==> src/rtl/exmem_stage.sv <==
// EX/MEM pipeline register with the data memory behind it. A memory access
// takes MEM_WAIT wait cycles (Stall high, bubble downstream) plus a final cycle.
module exmem_stage #(
    parameter int DEPTH    = 256,
    parameter int ADDR_W   = 8,
    parameter int MEM_WAIT = 0
) (
    input  logic        clk,
    input  logic        rst,
    input  logic [15:0] InstructionIn,
    input  logic [31:0] ALUResultIn,
    input  logic [15:0] StoreDataIn,
    input  logic [31:0] OpsIn,
    output logic [15:0] InstructionOut,
    output logic [31:0] ALUResultOut,
    output logic [15:0] ReadDataOut,
    output logic [31:0] OpsOut,
    output logic [31:0] ExForward,
    output logic        LoadPending,
    output logic        Stall
);
    localparam logic [3:0] OP_LBU = 4'b0100;
    localparam logic [3:0] OP_SB  = 4'b0101;
    localparam logic [3:0] OP_LW  = 4'b0110;
    localparam logic [3:0] OP_SW  = 4'b0111;
    localparam bit         HAS_WAIT = (MEM_WAIT != 0);
    localparam logic [2:0] LAST_CNT = HAS_WAIT ? 3'(MEM_WAIT - 1) : 3'd0;

    typedef enum logic {S_READY, S_WAIT} state_t;

    function automatic logic is_load(input logic [3:0] op);
        return (op == OP_LW) || (op == OP_LBU);
    endfunction

    function automatic logic is_store(input logic [3:0] op);
        return (op == OP_SW) || (op == OP_SB);
    endfunction

    state_t      state, state_nxt;
    logic [2:0]  cnt, cnt_nxt;
    logic [15:0] instr_r, sd_r;
    logic [31:0] alu_r, ops_r;
    logic        latch;

    logic [15:0]       mem [DEPTH];
    logic [ADDR_W-1:0] idx;
    logic              bsel;
    logic [15:0]       rd, wdata;
    logic              we;

    assign latch = (state == S_READY);

    always_comb begin
        state_nxt = state;
        cnt_nxt   = cnt;
        case (state)
            S_READY: begin
                if (HAS_WAIT && (is_load(InstructionIn[15:12]) || is_store(InstructionIn[15:12]))) begin
                    state_nxt = S_WAIT;
                    cnt_nxt   = 3'd0;
                end
            end
            S_WAIT: begin
                if (cnt == LAST_CNT) begin
                    state_nxt = S_READY;
                    cnt_nxt   = 3'd0;
                end else begin
                    cnt_nxt = cnt + 3'd1;
                end
            end
            default: begin
                state_nxt = S_READY;
                cnt_nxt   = 3'd0;
            end
        endcase
    end

    always_ff @(posedge clk or posedge rst) begin
        if (rst) begin
            state   <= S_READY;
            cnt     <= 3'd0;
            instr_r <= 16'h0000;
            alu_r   <= 32'h0;
            sd_r    <= 16'h0000;
            ops_r   <= 32'h0;
        end else begin
            state <= state_nxt;
            cnt   <= cnt_nxt;
            if (latch) begin
                instr_r <= InstructionIn;
                alu_r   <= ALUResultIn;
                sd_r    <= StoreDataIn;
                ops_r   <= OpsIn;
            end
        end
    end

    // The registered op is in its final (READY) cycle, so a store commits at this edge.
    assign idx  = alu_r[ADDR_W:1];
    assign bsel = alu_r[0];
    assign rd   = mem[idx];
    assign we   = latch && is_store(instr_r[15:12]) && !rst;

    always_comb begin
        wdata = sd_r;
        if (instr_r[15:12] == OP_SB)
            wdata = bsel ? {sd_r[7:0], rd[7:0]} : {rd[15:8], sd_r[7:0]};
    end

    always_ff @(posedge clk) begin
        if (we)
            mem[idx] <= wdata;
    end

    assign Stall          = (state == S_WAIT);
    assign InstructionOut = Stall ? 16'h0000 : instr_r;
    assign LoadPending    = !Stall && is_load(instr_r[15:12]);
    assign ALUResultOut   = alu_r;
    assign ExForward      = alu_r;
    assign OpsOut         = ops_r;
    assign ReadDataOut    = (instr_r[15:12] == OP_LBU) ? {8'h00, (bsel ? rd[15:8] : rd[7:0])} : rd;
endmodule

==> config.mk <==
export PLATFORM = sky130hd
export DESIGN_NAME = exmem_stage
export DESIGN_NICKNAME = d
export VERILOG_FILES = /design/src/rtl/exmem_stage.sv
export SDC_FILE = /design/constraint.sdc
export NUM_CORES = 2
export LEC_CHECK = 0
export CAP_MARGIN = 20
export CORE_MARGIN = 5
export CORE_UTILIZATION = 50
export CTS_CLUSTER_DIAMETER = 80
export DETAILED_ROUTE_END_ITERATION = 10
export PLACE_DENSITY_LB_ADDON = 0.2
export SYNTH_ARGS = -nofsm -noshare
export SYNTH_HDL_FRONTEND = slang
export SYNTH_SLANG_ARGS = --single-unit
==> constraint.sdc <==
create_clock -name clk -period 27.9 [get_ports clk]
set_input_delay 4.185 -clock clk [delete_from_list [all_inputs] [get_ports clk]]
set_output_delay 4.185 -clock clk [all_outputs]
set_load 0.05 [all_outputs]
==> impl_results.md <==
- Status: finished, final reports clean
- Max incr delay on CP: 0.86 ns
- Vias in the first global route: about 79000
- FF-to-FF End: mem[27][4]$_DFFE_PP_
- Slew Viols, Final: 0
- Worst Path Max Fanout: around 80
- Clock Latency Late Sink: 0.97 ns
- Crit start category: register
- Pint: between 10 and 15 mW
- Seq cells post-synth: about 4200
- Hold path start: instr_r[10]$_DFFE_PP0N_
- Combinational share of power: approximately 5.5%
- Top area cells in the synthesized netlist: edfxtp_1 77%, mux4_2 16%, dfrtp_1 1.6%
- Worst endpoint required time: ~24 ns
- Reg2Reg Depth: 15
- Hold EP: instr_r[10]$_DFFE_PP0N_
- Clock root buffer: clkbuf_16
- Area occupied by multi-input gates: about 0.033 mm2
- GRT overflow: 0
- Placer Congestion: about 0.85
- Sequential share of the synthesized area: about four fifths
- Power, Total: 13.2 mW
- Leakage: 57.2 nW
- Fin. Hold Viols: 0
- Kind of critical path: reg -> out
- Post-route ant nets: 0
- Cell Chain, Critical Path: buf_12 > buf_4 > buf_4 > buf_4 > buf_4 > mux4_2 > a22o_1 > a221oi_1 > o22ai_1 > o21ai_0 > and4bb_2 > mux2i_1 > clkdlybuf4s50_1
- Worst-margin pin slew: around 1.4 ns
- PortBufs: 227
- Switch Pwr: around 2.9 mW
- Total core area: between 0.3 and 0.4 mm2
- Origin of the critical flop-to-flop path: ALUResultOut[1]$_DFFE_PP0N_
- Largest net degree at the start of global routing: 208
- Num CTS Buffers: 422
- Initial Util: around 50%
- HPWL Detailed: 254 mm
- Clock Tree Buf Depth: 4
- Post-CTS Setup Bufs: 0
- RSZ-0062 raised after global routing: false
- Clk sinks: 4196
- Slowest CP cell: buf_4
- Die width: slightly below 600 um
- FF-to-FF setup slack: ~18 ns
- Sequential Power Share: a little over half
- CP most frequent cell: buf_4
- Post-synthesis area per instance: between 20 and 25 um2
- Antenna violations before repair: 31
- First DRT Iteration DRCs: about 11000
- Pre-Repair DR Iteration Count: 7
- Synth cell types: 54
- Peak supply drop: 0.0000704 V
- Critical Path AT: slightly above 9 ns
- Register area: between 0.1 and 0.15 mm2
- Fill cell count: between 20000 and 25000
- Async S/R FF share, synth: between 2 and 2.5%
- Skew final: ~0.072 ns
- IO Pins: roughly 230
- Hold buffers post-CTS: 0
- Dominant cell type by area after synthesis: edfxtp_1
- CTS tree: yes
- Min-delay worst type: reg -> reg
- F_max: between 70 and 80 MHz
- Ys flop type: edfxtp_1
- Post-cts resize count: 0
- Clock power share: between 40% and 50%
- Cells after Synth: 6952
- Via density: between 6 and 7
- Post-synth top area share: around three quarters
- Count of final setup violators: 0
- FP Rows: roughly 210
- Die Area: 0.333 mm2
- Hold Path Cell Cnt: 1
- Placed Instances: 11500
- DR vias: 78800
- WL/cell: 35.4 um
- MaxCap Viol Count: 0
- First-pass GRT wire length: 611 mm
- Die Y: slightly below 600 um
- Number of enable flip-flop cells after synthesis: 4096
- Remaining DRCs: 0
- Clock transition at the registers of the reported paths: roughly 0.060 ns
- Cell Area, Synth: between 0.15 and 0.2 mm2
- Sw Share: roughly 22%
- # nets final: 7696
- GRT Overall Usage: 25.9%
- Yosys warning total: 0
- CTS HTree Levels: 5
- Pwr Density: 71.9 mW/mm2
- Fraction of layout cells with a size suffix above 1: between 20 and 30%
- Tmin final: ~13 ns
- Tcrit/Tclk final: about 48%
- Synthesized Nets: about 7100
- Slew headroom: roughly 9.7%
- Non-filler cells, final: ~12000
- Final wirelength: 434 mm
- P&R area growth vs syn: 14.4%
- Setup_tns: 0 ns
- CP Capture Type: primary output
-- routing by layer --
| layer | global-route usage, % | wire, um |
|---|---|---|
| met5 | 0 | 184 |
| met1 | 37.7 | 166000 |
| met2 | 39.2 | 200000 |
| met4 | 8.46 | 15800 |
| met3 | 6.47 | 52100 |
-- flip-flops by register name, indices dropped and copies added, names as in the netlist --
register and cells:
mem 4096, ALUResultOut 32, OpsOut 32, instr_r 16, sd_r 16, cnt 3
Stall 1
-- power groups by stage --
stage	Combinational (mW)	Sequential [mW]	Clock (mW)
6_report	0.723	6.97	5.52
3_3_place_gp	0.708	7.10	0
5_1_grt	0.756	6.96	5.87
4_1_cts	0.724	6.96	5.60
2_1_floorplan	0.402	7.18	0
3_5_place_dp	0.723	7.10	0
-- how the worst max path moves through the flow --
stage	cells after the start	start	slack (ns)	to
2_1_floorplan	11	ALUResultOut[2]$_DFFE_PP0N_	13.31	mem[0][4]$_DFFE_PP_
3_3_place_gp	13	ALUResultOut[1]$_DFFE_PP0N_	15.34	ReadDataOut[4]
3_5_place_dp	13	ALUResultOut[1]$_DFFE_PP0N_	15.30	ReadDataOut[4]
4_1_cts	13	ALUResultOut[1]$_DFFE_PP0N_	14.24	ReadDataOut[4]
5_1_grt	13	ALUResultOut[1]$_DFFE_PP0N_	13.96	ReadDataOut[4]
6_report	13	ALUResultOut[1]$_DFFE_PP0N_	14.54	ReadDataOut[4]
-- cells in the mapped netlist, types with 4 or more instances --
| master | instances |
|---|---|
| a2111oi_0 | 4 |
| clkbuf_1 | 179 |
| a211oi_1 | 6 |
| nor2_1 | 282 |
| o22ai_1 | 16 |
| mux4_2 | 1110 |
| buf_2 | 91 |
| nor3_1 | 16 |
| nand2_1 | 78 |
| o41ai_1 | 32 |
| a21oi_1 | 137 |
| a22o_1 | 11 |
| inv_1 | 7 |
| and2_1 | 6 |
| and4_1 | 9 |
| edfxtp_1 | 4096 |
| and3_1 | 6 |
| a22oi_1 | 283 |
| o32ai_1 | 9 |
| o21ai_0 | 13 |
| nor2b_1 | 26 |
| buf_6 | 37 |
| mux2_2 | 103 |
| dfrtp_1 | 100 |
| buf_1 | 74 |
| o21ai_1 | 5 |
| nand4_1 | 11 |
| o211ai_1 | 8 |
| mux2i_1 | 67 |
| nand2b_1 | 8 |
| a221oi_1 | 8 |
| buf_4 | 57 |
| nor4_1 | 5 |
| nand3_1 | 21 |
-- through the flow --
| stage | cell area (um2) | hold slack [ns] | worst slack [ns] | utilization, % |
|---|---|---|---|---|
| floorplan | 161000 | 0.468 | 13.31 | - |
| global placement | 170000 | 0.477 | 15.34 | 53.0 |
| detailed placement | 170000 | 0.489 | 15.30 | 53.1 |
| CTS | 183000 | 0.502 | 14.24 | 57.3 |
| global route | 184000 | 0.513 | 13.96 | 57.3 |
| finish | 184000 | 0.498 | 14.54 | 57.3 |
-- cell families after synthesis --
family | Yosys count | share of synthesized area, %
AOI/OAI and AO/OA | 540 | 2.33
and+or+nand+nor | 488 | 1.35
adders and majority gates | 2 | 0.0156
muxes | 1280 | 16.7
DFF | 4196 | 78.2
buffers and inverters | 446 | 1.42
-- cells in the final DEF (no fill, tap or decap), types with 12 or more instances in the layout --
| master | count |
|---|---|
| edfxtp_1 | 4096 |
| mux4_2 | 1110 |
| clkbuf_16 | 425 |
| buf_4 | 394 |
| a22oi_1 | 283 |
| clkdlybuf4s50_1 | 227 |
| nor2_1 | 221 |
| a21oi_1 | 137 |
| mux2_2 | 101 |
| dfrtp_1 | 94 |
| clkbuf_1 | 94 |
| clkinv_1 | 89 |
| clkinv_2 | 78 |
| nand2_1 | 69 |
| mux2i_1 | 67 |
| nor2_2 | 60 |
| bufinv_16 | 36 |
| nor2b_1 | 21 |
| buf_12 | 21 |
| diode_2 | 20 |
| o41ai_1 | 19 |
| nand3_1 | 17 |
| o22ai_1 | 16 |
| nor3_1 | 16 |
| clkinvlp_4 | 16 |
| o21ai_4 | 12 |
-- layout make-up --
type / instances / area share, %
well taps: 4305 / 2.93
repair buffers: 658 / 3.20
clock inverters: 243 / 1.30
flip-flops and latches: 4196 / 68.3
clock buffers: 522 / 6.01
inverters: 8 / 0.0218
multi-input cells: 2310 / 18.2
diodes: 20 / 0.0273
-- critical path, delay by kind of cell (launching register included) --
| family | cells | cell delay, ns |
|---|---|---|
| buffers and inverters | 6 | 4.27 |
| AO/OA/AOI/OAI | 4 | 1.59 |
| flip-flops | 1 | 0.80 |
| multiplexers | 2 | 0.72 |
| AND/OR/NAND/NOR | 1 | 0.44 |
Power figures use the tool's default switching activity.
